File: config.mk
export PLATFORM = sky130hd
export DESIGN_NAME = kmap_sweep_engine
export DESIGN_NICKNAME = d
export VERILOG_FILES = /design/src/rtl/kmap_sweep_engine.sv
export SDC_FILE = /design/constraint.sdc
export NUM_CORES = 1
export LEC_CHECK = 0
export CAP_MARGIN = 0
export CELL_PAD_IN_SITES_DETAIL_PLACEMENT = 0
export CELL_PAD_IN_SITES_GLOBAL_PLACEMENT = 1
export CORE_MARGIN = 2
export CORE_UTILIZATION = 41
export CTS_BUF_LIST = sky130_fd_sc_hd__clkbuf_8
export CTS_CLUSTER_SIZE = 40
export DETAILED_ROUTE_END_ITERATION = 8
export PLACE_DENSITY_LB_ADDON = 0.1
export SLEW_MARGIN = 10
export SYNTH_ARGS = -nofsm -noshare
export SYNTH_HDL_FRONTEND = slang
export SYNTH_SLANG_ARGS = --single-unit
File: constraint.sdc
create_clock -name clk_i -period 4.95 [get_ports clk_i]
set_clock_uncertainty 0.2 [all_clocks]
set_input_delay 0.99 -clock clk_i [delete_from_list [all_inputs] [get_ports clk_i]]
set_output_delay 0.99 -clock clk_i [all_outputs]
set_load 0.01 [all_outputs]
File: src/rtl/kmap_sweep_engine.sv
// Truth-table sweeper: walks every input combination of an external
// combinational function, captures its response and scores it against an expected table.
module kmap_sweep_engine #(
    parameter  int NVARS = 4,
    localparam int TT_W  = 2 ** NVARS
) (
    input  logic             clk_i,
    input  logic             rst_i,
    input  logic             start_i,
    input  logic             check_en_i,
    input  logic [TT_W-1:0]  expected_tt_i,
    input  logic             f_in_i,
    output logic [NVARS-1:0] var_out_o,
    output logic             busy_o,
    output logic             done_o,
    output logic             pass_o,
    output logic [NVARS:0]   mismatch_count_o,
    output logic [NVARS-1:0] first_fail_idx_o,
    output logic [NVARS:0]   ones_count_o,
    output logic [TT_W-1:0]  captured_tt_o
);

    localparam int CW = NVARS + 1;

    typedef enum logic [1:0] {
        IDLE,
        SWEEP,
        DONE
    } state_e;

    state_e           state_q, state_d;
    logic [NVARS-1:0] idx_q, idx_d;
    logic [TT_W-1:0]  exp_q, exp_d;
    logic             chk_q, chk_d;
    logic [TT_W-1:0]  capt_q, capt_d;
    logic [CW-1:0]    ones_q, ones_d;
    logic [CW-1:0]    mism_q, mism_d;
    logic [NVARS-1:0] ffi_q, ffi_d;
    logic             pass_q, pass_d;

    // NOTE: every _d gets its hold value first so no path leaves a signal
    // unassigned (no latch); blocking '=' lets later lines see updated _d values.
    always_comb begin
        state_d = state_q;
        idx_d   = idx_q;
        exp_d   = exp_q;
        chk_d   = chk_q;
        capt_d  = capt_q;
        ones_d  = ones_q;
        mism_d  = mism_q;
        ffi_d   = ffi_q;
        pass_d  = pass_q;

        case (state_q)
            IDLE: begin
                if (start_i) begin
                    state_d = SWEEP;
                    idx_d   = '0;
                    exp_d   = expected_tt_i;
                    chk_d   = check_en_i;
                    capt_d  = '0;
                    ones_d  = '0;
                    mism_d  = '0;
                    ffi_d   = '0;
                    pass_d  = 1'b0;
                end
            end

            SWEEP: begin
                capt_d[idx_q] = f_in_i;
                if (f_in_i) begin
                    ones_d = ones_q + CW'(1);
                end
                if (chk_q && (f_in_i != exp_q[idx_q])) begin
                    // Only the lowest failing minterm is recorded.
                    if (mism_q == '0) begin
                        ffi_d = idx_q;
                    end
                    mism_d = mism_q + CW'(1);
                end
                if (&idx_q) begin
                    state_d = DONE;
                    idx_d   = '0;
                    pass_d  = (mism_d == '0);
                end else begin
                    idx_d = idx_q + NVARS'(1);
                end
            end

            DONE: begin
                state_d = IDLE;
            end

            default: begin
                state_d = IDLE;
            end
        endcase
    end

    // NOTE: registers use non-blocking '<=' and a synchronous reset that
    // clears the whole result set, not just the FSM.
    always_ff @(posedge clk_i) begin
        if (rst_i) begin
            state_q <= IDLE;
            idx_q   <= '0;
            exp_q   <= '0;
            chk_q   <= 1'b0;
            capt_q  <= '0;
            ones_q  <= '0;
            mism_q  <= '0;
            ffi_q   <= '0;
            pass_q  <= 1'b0;
        end else begin
            state_q <= state_d;
            idx_q   <= idx_d;
            exp_q   <= exp_d;
            chk_q   <= chk_d;
            capt_q  <= capt_d;
            ones_q  <= ones_d;
            mism_q  <= mism_d;
            ffi_q   <= ffi_d;
            pass_q  <= pass_d;
        end
    end

    // f_in_i answers var_out_o in the same cycle, so var_out_o is driven straight from idx.
    assign var_out_o        = (state_q == SWEEP) ? idx_q : '0;
    assign busy_o           = (state_q == SWEEP);
    assign done_o           = (state_q == DONE);
    assign pass_o           = pass_q;
    assign mismatch_count_o = mism_q;
    assign first_fail_idx_o = ffi_q;
    assign ones_count_o     = ones_q;
    assign captured_tt_o    = capt_q;

endmodule

==> out/qor.log, run 1 <==
[worst_setup_path] arrival time reported for the critical path endpoint 2.02 ns
[worst_setup_path] CP required 3.76 ns
[routing] mean routed wirelength per cell 14.2 um
[final_layout] Register Area 1080 um^2
[flow_run] max-cap viol count 0
[synthesis] Seq cells post-synth 54
[global_route] remaining global-route overflow 0
[sta] endpoints failing hold 0
[sta] setup repair after global routing missed its margin false
[final_layout] fraction of final layout cells with drive strength greater than 1 0.0451
[clock_network] clock tree from TritonCTS built
[synthesis] most area-consuming cells after synthesis sky130_fd_sc_hd__dfxtp_1 42%, sky130_fd_sc_hd__a21oi_1 11%, sky130_fd_sc_hd__nand2_1 6.2%
[synthesis] number of warnings issued by yosys 0
[power] total leakage power 1.09 nW
[clock_network] Post-CTS Setup Inserts 0
[place] GP Congestion 0.797
[floorplanning] core region area 5990 um^2
[sta] final setup fails 0
[synthesis] cell type with the largest total area after synthesis sky130_fd_sc_hd__dfxtp_1
[routing] detailed-router iteration count before antenna repair 4
[min_path] type of the worst min-delay path flop to flop
[synthesis] count of mapped cells out of synthesis 319
[final_layout] number of fill cells 584
[clock_network] count of instances resized after the clock tree is built 0
[floorplanning] Vert. Die Dim 83.0 um
[synthesis] Syn Std Cell Area 2560 um^2
[routing] number of vias per cell after detailed routing 5.34
[synthesis] area share of the largest cell type after synthesis 0.423
[sta] actual transition at the worst max-transition pin 1.12 ns
[clock_network] register clock-pin slew on the reported worst setup and hold paths 0.10 ns
[global_route] vias in the first global route 2155
[final_layout] most frequent cells in the layout 56 x sky130_fd_sc_hd__a21oi_1, 56 x sky130_fd_sc_hd__clkdlybuf4s50_1, 54 x sky130_fd_sc_hd__dfxtp_1
[routing] via total after detailed routing 2297
[synthesis] synthesized area per cell 8.01 um^2
[clock_network] number of levels in the clock H-tree 2
[synthesis] post-synth net total 347
[final_layout] Final Net Count 383
[place] dpl hpwl 3970 um
[final_layout] synthesis-to-layout area growth 24.1%
[global_route] first-pass GRT wire length 10400 um
[floorplanning] count of standard-cell rows 28
[worst_setup_path] Max FO, Critical Path 14
[routing] remaining number of nets flagged by the antenna check after routing 0
[final_layout] number of inserted diodes 0
[global_route] GRT Resource Usage Total 0.180
[sta] final count of pins violating max slew 0
[worst_setup_path] startpoint types flop
[place] Port Buffers 57
[outcome] result of the run complete, no violations
[floorplanning] # IOs 58
[floorplanning] Die W 83.0 um
[sta] final hold slack 0.259 ns
[global_route] initial antenna violation count 0
[clock_network] CTS root buffer sky130_fd_sc_hd__clkbuf_8
[clock_network] CTS Hold Buffers Added 0
[sta] Max Clk Rate 312 MHz
[final_layout] area of the multi-input gates 1320 um^2
[synthesis] portion of the post-synthesis area used by sequential elements 0.423
[worst_setup_path] kind of end point of the critical path output pin
[power] VDD IR max 99.8 uV
[clock_network] Num CTS Buffers 5
[sta] final critical-path required period 3.21 ns
[worst_setup_path] Setup Crit Path Kind flop to output pin
[power] power per unit of standard cell area 249 nW/um^2
[routing] violation count after the first detailed-route iteration 153
[sta] tightest slew margin relative to the limit 0.249
[routing] DRC Markers 0
[clock_network] clock latency of the later-clocked register in the worst-skew pair 0.30 ns
[clock_network] clk sinks 54
[routing] Detailed Route WL 6090 um
[global_route] maximum number of pins on one net before global-route repair 55
[clock_network] number of buffers on the longest clock path 2
[power] Power Total 790 uW
[sta] sum of negative setup slack 0 ns
[floorplanning] Starting Density 0.427
[synthesis] Netlist cell types 35
[floorplanning] Die Footprint 6880 um^2
[sta] fin crit share 0.648
[registers in the layout, summed over array words and instances (netlist names)]
signal            cells
pass_o                1
exp_q                16
idx_q                 4
ones_count_o          5
mismatch_count_o      5
captured_tt_o        16
first_fail_idx_o      4
state_q               2
chk_q                 1
[logic make-up after synthesis]
group / count (synthesis) / synth area share
simple gates: 115 / 0.208
compound gates: 88 / 0.187
flops: 54 / 0.423
buf+inv: 35 / 0.0597
mux: 14 / 0.0675
fa+ha+maj: 7 / 0.0343
xor+xnor: 6 / 0.0206
[cell type report]
cell class | count | area share
clock inverters | 2 | 0.00237
multi-input cells | 230 | 0.417
inverters | 5 | 0.00591
flip-flops and latches | 54 | 0.341
clock buffers | 5 | 0.0217
well taps | 75 | 0.0296
repair buffers | 59 | 0.183
[synth_stat cells]
cell / count
sky130_fd_sc_hd__clkbuf_2: 2
sky130_fd_sc_hd__dfxtp_1: 54
sky130_fd_sc_hd__and2_4: 1
sky130_fd_sc_hd__mux2i_2: 2
sky130_fd_sc_hd__inv_1: 5
sky130_fd_sc_hd__or3b_2: 1
sky130_fd_sc_hd__buf_6: 2
sky130_fd_sc_hd__a21oi_1: 56
sky130_fd_sc_hd__o21ai_0: 19
sky130_fd_sc_hd__a21oi_2: 1
sky130_fd_sc_hd__nand3_1: 28
sky130_fd_sc_hd__mux2i_1: 10
sky130_fd_sc_hd__xor2_1: 3
sky130_fd_sc_hd__nand2b_1: 1
sky130_fd_sc_hd__o2111ai_1: 4
sky130_fd_sc_hd__nor3_1: 6
sky130_fd_sc_hd__ha_1: 7
sky130_fd_sc_hd__nor2_1: 21
sky130_fd_sc_hd__nand2_1: 42
sky130_fd_sc_hd__nor4_1: 1
sky130_fd_sc_hd__a22oi_1: 5
sky130_fd_sc_hd__or3_1: 1
sky130_fd_sc_hd__nor2b_1: 4
sky130_fd_sc_hd__a21o_1: 1
sky130_fd_sc_hd__o21ai_1: 1
sky130_fd_sc_hd__buf_4: 1
sky130_fd_sc_hd__a311oi_1: 1
sky130_fd_sc_hd__or2_4: 1
sky130_fd_sc_hd__nand3b_1: 2
sky130_fd_sc_hd__nor4b_1: 1
sky130_fd_sc_hd__buf_1: 3
sky130_fd_sc_hd__xnor2_1: 3
sky130_fd_sc_hd__and2_1: 5
sky130_fd_sc_hd__mux4_2: 2
sky130_fd_sc_hd__clkbuf_1: 22
[per-layer routing]
metal  part of all wire  global-route usage  vias up
met5                  0                   0        -
met4             0.0044              0.0358        0
met3              0.040              0.0358        2
met2               0.46               0.287       57
met1               0.49               0.254     1073
li1                   -                   -     1165
[critical path, stage by stage, from the launching register on]
cell                              delay (ns)
sky130_fd_sc_hd__dfxtp_1                0.78
sky130_fd_sc_hd__inv_1                  0.18
sky130_fd_sc_hd__nor2_1                 0.20
sky130_fd_sc_hd__clkdlybuf4s50_1        0.56
[metrics by stage]
| step | util | worst slack (ns) | instance area (um^2) | cells |
|---|---|---|---|---|
| 3_3_place_gp | 0.517 | 1.62 | 3100 | 423 |
| 6_report | 0.530 | 1.74 | 3170 | 430 |
| 2_1_floorplan | - | 2.33 | 2560 | 319 |
| 4_1_cts | 0.530 | 1.71 | 3170 | 430 |
| 3_5_place_dp | 0.517 | 1.58 | 3100 | 423 |
| 5_1_grt | 0.530 | 1.60 | 3170 | 430 |
[power breakdown]
group	switching [mW]	leakage, nW	internal (mW)	total (mW)
combinational	0.0584	0.603	0.0405	0.0989
clock	0.143	0.0466	0.0941	0.237
sequential	0.00934	0.438	0.445	0.455
total	0.211	1.09	0.580	0.790
[worst paths after layout]
check / end / start / slack, ns / depth (start not counted)
min: exp_q[0]$_SDFFE_PP0P_ / exp_q[0]$_SDFFE_PP0P_ / 0.26 / 2
min reg2reg: exp_q[0]$_SDFFE_PP0P_ / exp_q[0]$_SDFFE_PP0P_ / 0.26 / 2
max: var_out_o[1] / idx_q[1]$_SDFFE_PP0P_ / 1.74 / 3
max reg2reg: pass_o$_SDFFE_PP0P_ / idx_q[1]$_SDFFE_PP0P_ / 2.07 / 7
Power figures use the tool's default switching activity.
==> run 2, diff against run 1 <==
--- a/config.mk
+++ b/config.mk
@@ -9,7 +9,7 @@
 export CELL_PAD_IN_SITES_DETAIL_PLACEMENT = 0
 export CELL_PAD_IN_SITES_GLOBAL_PLACEMENT = 1
 export CORE_MARGIN = 2
-export CORE_UTILIZATION = 41
+export CORE_UTILIZATION = 38
 export CTS_BUF_LIST = sky130_fd_sc_hd__clkbuf_8
 export CTS_CLUSTER_SIZE = 40
 export DETAILED_ROUTE_END_ITERATION = 8
==> constraint.sdc (replaced) <==
create_clock -name clk_i -period 3.15 [get_ports clk_i]
set_clock_uncertainty 0.2 [all_clocks]
set_input_delay 0.63 -clock clk_i [delete_from_list [all_inputs] [get_ports clk_i]]
set_output_delay 0.63 -clock clk_i [all_outputs]
set_load 0.01 [all_outputs]
==> run 2 against run 1 <==
Net effect: cell count grew 2.1%; critical path depth grew 1; utilization shrank 2.7 points; combinational power grew 67%; clock-buffer cell count is the same; register-to-register slack lost 1.5 ns.
==> out/qor.log, run 2 (same netlist as run 1, synthesis figures left out) <==
[outcome] result of the run complete, no violations [unchanged]
[final_layout] area of the multi-input gates 1320 um^2 [unchanged]
[routing] DRC Markers 0 [unchanged]
[worst_setup_path] flop-to-flop setup slack 0.61 ns [was 2.07 ns]
[final_layout] final standard cell count with taps included and fillers excluded 439 [was 430]
[min_path] type of the worst min-delay path flop to flop [unchanged]
[worst_setup_path] standard cell with the maximum stage delay on the critical path sky130_fd_sc_hd__clkdlybuf4s50_1 [was sky130_fd_sc_hd__dfxtp_1]
[floorplanning] Starting Density 0.398 [was 0.427]
[place] GP Congestion 0.880 [was 0.797]
[floorplanning] Vert. Die Dim 86.0 um [was 83.0 um]
[place] post-placement cell count 432 [was 423]
[worst_setup_path] startpoint types flop [unchanged]
[flow_run] max-cap viol count 0 [unchanged]
[sta] final critical-path required period 2.69 ns
[floorplanning] # IOs 58 [unchanged]
[clock_network] number of levels in the clock H-tree 2 [unchanged]
[power] power per unit of standard cell area 385 nW/um^2 [was 249 nW/um^2]
[sta] setup repair after global routing missed its margin false [unchanged]
[final_layout] most frequent cells in the layout 56 x sky130_fd_sc_hd__a21oi_1, 56 x sky130_fd_sc_hd__clkdlybuf4s50_1, 54 x sky130_fd_sc_hd__dfxtp_1 [unchanged]
[final_layout] Final Net Count 390 [was 383]
[place] dpl hpwl 4210 um [was 3970 um]
[floorplanning] Die Footprint 7400 um^2 [was 6880 um^2]
[power] Power Total 1.24 mW [was 790 uW]
[clock_network] CTS Hold Buffers Added 0 [unchanged]
[worst_setup_path] endpoint of the most critical register-to-register path pass_o$_SDFFE_PP0P_ [unchanged]
[final_layout] number of fill cells 655 [was 584]
[power] cell internal power dissipation 916 uW [was 580 uW]
[sta] endpoints failing hold 0 [unchanged]
[worst_setup_path] CP required 2.32 ns [was 3.76 ns]
[routing] via total after detailed routing 2324 [was 2297]
[routing] remaining number of nets flagged by the antenna check after routing 0 [unchanged]
[power] sw power 326 uW [was 211 uW]
[power] power share of the clock group 0.294 [was 0.300]
[worst_setup_path] startpoint of the lowest-slack register-to-register path idx_q[1]$_SDFFE_PP0P_ [unchanged]
[floorplanning] count of standard-cell rows 29 [was 28]
[final_layout] synthesis-to-layout area growth 26.3% [was 24.1%]
[sta] sum of negative setup slack 0 ns [unchanged]
[clock_network] Post-CTS Setup Inserts 0 [unchanged]
[place] total cell area at the placement stage 3150 um^2 [was 3100 um^2]
[worst_setup_path] Largest delay share family, worst path buffers and inverters [was flip-flops]
[power] total leakage power 1.12 nW [was 1.09 nW]
[clock_network] clk sinks 54 [unchanged]
[power] combinational share of power 0.133 [was 0.125]
[worst_setup_path] arrival time reported for the critical path endpoint 1.86 ns [was 2.02 ns]
[global_route] first-pass GRT wire length 10100 um [was 10400 um]
[worst_setup_path] Setup Crit Path Kind flop to output pin [unchanged]
[worst_setup_path] Largest stage delay, worst path 0.54 ns [was 0.78 ns]
[worst_setup_path] Max FO, Critical Path 12 [was 14]
[global_route] maximum number of pins on one net before global-route repair 33 [was 55]
[clock_network] register clock-pin slew on the reported worst setup and hold paths 0.09 ns [was 0.10 ns]
[sta] final hold slack 0.256 ns [was 0.259 ns]
[power] switching power as a share of total power 0.263 [was 0.266]
[worst_setup_path] chain of cells forming the critical path nand2b_1 > inv_1 > and2_1 > clkdlybuf4s50_1 [was inv_1 > nor2_1 > clkdlybuf4s50_1]
[global_route] initial antenna violation count 0 [unchanged]
[final_layout] number of inserted diodes 0 [unchanged]
[global_route] GRT Resource Usage Total 0.170 [was 0.180]
[floorplanning] core region area 6420 um^2 [was 5990 um^2]
[worst_setup_path] origin of the worst setup path state_q[1]$_SDFFE_PP0P_ [was idx_q[1]$_SDFFE_PP0P_]
[clock_network] number of buffers on the longest clock path 2 [unchanged]
[global_route] vias in the first global route 2085 [was 2155]
[routing] mean routed wirelength per cell 14.2 um [about the same]
[sta] tightest slew margin relative to the limit 0.205 [was 0.249]
[final_layout] final cell area excluding filler cells 3230 um^2 [was 3170 um^2]
[final_layout] fraction of final layout cells with drive strength greater than 1 0.0635 [was 0.0451]
[worst_setup_path] kind of end point of the critical path output pin [unchanged]
[power] portion of total power attributed to sequential cells 0.573 [was 0.575]
[worst_setup_path] number of stages on the worst setup path 4 [was 3]
[global_route] remaining global-route overflow 0 [unchanged]
[worst_setup_path] Buffers & Inverters on Critical Path 2 [unchanged]
[routing] violation count after the first detailed-route iteration 162 [was 153]
[clock_network] clock tree from TritonCTS built [unchanged]
[sta] Max Clk Rate 371 MHz
[sta] final setup fails 0 [unchanged]
[routing] detailed-router iteration count before antenna repair 5 [was 4]
[clock_network] count of instances resized after the clock tree is built 0 [unchanged]
[final_layout] Register Area 1080 um^2 [unchanged]
[place] Port Buffers 57 [unchanged]
[floorplanning] Die W 86.0 um [was 83.0 um]
[clock_network] clock latency of the later-clocked register in the worst-skew pair 0.30 ns [about the same]
[routing] number of vias per cell after detailed routing 5.29 [was 5.34]
[worst_setup_path] depth of the most critical reg-to-reg path 8 [was 7]
[sta] final count of pins violating max slew 0 [unchanged]
[worst_setup_path] termination of the worst setup path var_out_o[3] [was var_out_o[1]]
[clock_network] Num CTS Buffers 5 [unchanged]
[power] VDD IR max 142 uV [was 99.8 uV]
[sta] fin crit share 0.855
[sta] actual transition at the worst max-transition pin 1.19 ns [was 1.12 ns]
[clock_network] CTS root buffer sky130_fd_sc_hd__clkbuf_8 [unchanged]
[routing] Detailed Route WL 6240 um [was 6090 um]
-- run 2: cell count changes in the layout (fill, tap and decap cells not counted) --
cell	change
sky130_fd_sc_hd__buf_4	+7
-- run 2: per-layer routing --
metal	vias up	global-route usage	wire (um)
met3	8	0.0395	222
li1	1180	-	-
met5	-	0	0
met2	46	0.266	2810
met1	1090	0.234	3110
met4	0	0.0505	88
-- run 2: worst min path at each step --
stage / endpoint / slack (ns) / from / cells past startpoint
2_1_floorplan: exp_q[0]$_SDFFE_PP0P_ / 0.24 / exp_q[0]$_SDFFE_PP0P_ / 2
3_3_place_gp: exp_q[4]$_SDFFE_PP0P_ / 0.24 / exp_q[4]$_SDFFE_PP0P_ / 2
3_5_place_dp: exp_q[8]$_SDFFE_PP0P_ / 0.25 / exp_q[8]$_SDFFE_PP0P_ / 2
4_1_cts: exp_q[8]$_SDFFE_PP0P_ / 0.26 / exp_q[8]$_SDFFE_PP0P_ / 2
5_1_grt: exp_q[12]$_SDFFE_PP0P_ / 0.27 / exp_q[12]$_SDFFE_PP0P_ / 2
6_report: exp_q[8]$_SDFFE_PP0P_ / 0.26 / exp_q[8]$_SDFFE_PP0P_ / 2
-- run 2: metrics by stage --
stage	util	setup WS [ns]
6_report	0.503	0.458
3_3_place_gp	0.491	0.315
2_1_floorplan	-	0.770
5_1_grt	0.503	0.310
3_5_place_dp	0.491	0.270
4_1_cts	0.503	0.466
-- run 2: final cells by class --
class | count | share of cell area
tap | 77 | 0.0298
clock inverter | 2 | 0.00233
multi-input combinational | 230 | 0.410
clock buffer | 5 | 0.0213
timing repair buffer | 66 | 0.196
sequential | 54 | 0.335
inverter | 5 | 0.00581
-- run 2: worst min-delay path, cell delays in order, from the launching register on --
cell,delay [ns]
sky130_fd_sc_hd__dfxtp_1,0.32
sky130_fd_sc_hd__nand2_1,0.05
sky130_fd_sc_hd__a21oi_1,0.05
-- run 2: power groups by stage --
stage | registers, mW | logic [mW] | clock network, mW
after floorplan | 0.726 | 0.103 | 0
after global routing | 0.715 | 0.182 | 0.401
after global placement | 0.728 | 0.165 | 0
after detailed placement | 0.729 | 0.166 | 0
after CTS | 0.713 | 0.166 | 0.377
final | 0.712 | 0.165 | 0.365
==> run 3, diff against run 2 <==
--- a/config.mk
+++ b/config.mk
@@ -14,6 +14,7 @@
 export CTS_CLUSTER_SIZE = 40
 export DETAILED_ROUTE_END_ITERATION = 8
 export PLACE_DENSITY_LB_ADDON = 0.1
+export RECOVER_POWER = 25
 export SLEW_MARGIN = 10
 export SYNTH_ARGS = -nofsm -noshare
 export SYNTH_HDL_FRONTEND = slang
==> run 3 against run 2 <==
Net effect: design area decreased by 0.12%; clock-buffer cell count did not move; global-route usage unchanged; total power fell by 0.11%; first-iteration DRC count unchanged; flip-flop and latch count unchanged; largest power group unchanged.
==> out/qor.log, run 3 (same netlist as run 1, synthesis figures left out) <==
[sta] setup repair after global routing missed its margin false [unchanged]
[outcome] result of the run complete, no violations [unchanged]
[routing] detailed-router iteration count before antenna repair 5 [unchanged]
[routing] mean routed wirelength per cell 14.2 um [about the same]
[floorplanning] Die Footprint 7400 um^2 [unchanged]
[floorplanning] core region area 6420 um^2 [unchanged]
[sta] fin crit share 0.852 [was 0.855]
[sta] Max Clk Rate 373 MHz [was 371 MHz]
[clock_network] CTS Hold Buffers Added 0 [unchanged]
[final_layout] final cell area excluding filler cells 3220 um^2 [was 3230 um^2]
[global_route] first-pass GRT wire length 10100 um [unchanged]
[final_layout] synthesis-to-layout area growth 26.1% [was 26.3%]
[worst_setup_path] Max FO, Critical Path 12 [unchanged]
[power] power per unit of standard cell area 385 nW/um^2 [about the same]
[clock_network] Num CTS Buffers 5 [unchanged]
[worst_setup_path] arrival time reported for the critical path endpoint 1.85 ns [was 1.86 ns]
[clock_network] count of instances resized after the clock tree is built 0 [unchanged]
[clock_network] number of levels in the clock H-tree 2 [unchanged]
[sta] final critical-path required period 2.68 ns [was 2.69 ns]
[floorplanning] count of standard-cell rows 29 [unchanged]
[global_route] GRT Resource Usage Total 0.170 [unchanged]
[power] total leakage power 1.12 nW [about the same]
[power] VDD IR max 142 uV [about the same]
[flow_run] max-cap viol count 0 [unchanged]
[sta] tightest slew margin relative to the limit 0.208 [was 0.205]
[final_layout] number of inserted diodes 0 [unchanged]
[global_route] maximum number of pins on one net before global-route repair 33 [unchanged]
[floorplanning] Vert. Die Dim 86.0 um [unchanged]
[sta] endpoints failing hold 0 [unchanged]
[sta] final count of pins violating max slew 0 [unchanged]
[min_path] type of the worst min-delay path flop to flop [unchanged]
[worst_setup_path] standard cell with the maximum stage delay on the critical path sky130_fd_sc_hd__clkdlybuf4s50_1 [unchanged]
[floorplanning] # IOs 58 [unchanged]
[global_route] initial antenna violation count 0 [unchanged]
[sta] final setup fails 0 [unchanged]
[clock_network] clock tree from TritonCTS built [unchanged]
[routing] violation count after the first detailed-route iteration 162 [unchanged]
[clock_network] Post-CTS Setup Inserts 0 [unchanged]
[worst_setup_path] kind of end point of the critical path output pin [unchanged]
[worst_setup_path] Setup Crit Path Kind flop to output pin [unchanged]
[clock_network] clk sinks 54 [unchanged]
[clock_network] number of buffers on the longest clock path 2 [unchanged]
[place] dpl hpwl 4210 um [unchanged]
[final_layout] fraction of final layout cells with drive strength greater than 1 0.0608 [was 0.0635]
[final_layout] most frequent cells in the layout 56 x sky130_fd_sc_hd__a21oi_1, 55 x sky130_fd_sc_hd__clkdlybuf4s50_1, 54 x sky130_fd_sc_hd__dfxtp_1 [was 56 x sky130_fd_sc_hd__a21oi_1, 56 x sky130_fd_sc_hd__clkdlybuf4s50_1, 54 x sky130_fd_sc_hd__dfxtp_1]
[sta] actual transition at the worst max-transition pin 1.18 ns [was 1.19 ns]
[floorplanning] Die W 86.0 um [unchanged]
[sta] sum of negative setup slack 0 ns [unchanged]
[clock_network] register clock-pin slew on the reported worst setup and hold paths 0.09 ns [about the same]
[worst_setup_path] chain of cells forming the critical path nand2b_1 > inv_1 > and2_1 > clkdlybuf4s50_1 [unchanged]
[final_layout] Final Net Count 390 [unchanged]
[routing] remaining number of nets flagged by the antenna check after routing 0 [unchanged]
[routing] DRC Markers 0 [unchanged]
[clock_network] CTS root buffer sky130_fd_sc_hd__clkbuf_8 [unchanged]
[final_layout] utilization after layout 0.502 [was 0.503]
[place] Port Buffers 57 [unchanged]
[worst_setup_path] Largest stage delay, worst path 0.54 ns [about the same]
[routing] Detailed Route WL 6230 um [was 6240 um]
[worst_setup_path] CP required 2.32 ns [about the same]
[place] GP Congestion 0.880 [unchanged]
[global_route] remaining global-route overflow 0 [unchanged]
[final_layout] commonest non-fill, non-tap cell in the layout sky130_fd_sc_hd__a21oi_1
[floorplanning] Starting Density 0.398 [unchanged]
[routing] number of vias per cell after detailed routing 5.28 [was 5.29]
[routing] via total after detailed routing 2318 [was 2324]
[worst_setup_path] startpoint types flop [unchanged]
[clock_network] clock latency of the later-clocked register in the worst-skew pair 0.30 ns [about the same]
[place] total cell area at the placement stage 3150 um^2 [unchanged]
[global_route] vias in the first global route 2085 [unchanged]
==> run 3: cell count changes in the layout (fill, tap and decap cells not counted) <==
cell,change
sky130_fd_sc_hd__clkbuf_1,+1
sky130_fd_sc_hd__clkdlybuf4s50_1,-1
sky130_fd_sc_hd__buf_4,-1
sky130_fd_sc_hd__dlygate4sd3_1,+1
==> run 3: per-stage QoR <==
step                power (mW)  setup WS [ns]  hold WS [ns]  instances
floorplan                0.830          0.770         0.236        319
global placement         0.893          0.315         0.243        432
detailed placement       0.894          0.270         0.247        432
CTS                       1.26          0.466         0.260        439
global route              1.30          0.310         0.273        439
finish                    1.24          0.466         0.256        439
==> run 3: layout make-up <==
class / count / area, um^2
fillers: 656 / 3200
well taps: 77 / 96.3
clock inverters: 2 / 7.51
repair buffers: 66 / 629
flip-flops and latches: 54 / 1080
inverters: 5 / 18.8
clock buffers: 5 / 68.8
multi-input cells: 230 / 1320
==> run 3: critical path: cells and delay by family, from the launching register on <==
kind	cells	cell delay (ns)
buffers and inverters	2	0.86
DFF	1	0.32
and+or+nand+nor	2	0.37
==> run 3: per-layer routing <==
metal | routed length [um] | GRT usage | vias up
met1 | 3110 | 0.234 | 1088
met2 | 2820 | 0.266 | 42
met5 | 0 | 0 | -
met3 | 209 | 0.0395 | 8
met4 | 88 | 0.0505 | 0
li1 | - | - | 1180
==> run 3: power by group <==
part	leakage, nW	internal, mW	switching, mW	total (mW)
logic	0.635	0.0673	0.0967	0.164
registers	0.438	0.700	0.0122	0.712
clock network	0.0466	0.148	0.217	0.364
==> run 3: worst paths after layout <==
| kind | cells past startpoint | to | start | slack (ns) |
|---|---|---|---|---|
| max | 4 | var_out_o[3] | state_q[1]$_SDFFE_PP0P_ | 0.47 |
| min reg2reg | 2 | exp_q[8]$_SDFFE_PP0P_ | exp_q[8]$_SDFFE_PP0P_ | 0.26 |
| min | 2 | exp_q[8]$_SDFFE_PP0P_ | exp_q[8]$_SDFFE_PP0P_ | 0.26 |
| max reg2reg | 8 | pass_o$_SDFFE_PP0P_ | idx_q[1]$_SDFFE_PP0P_ | 0.61 |
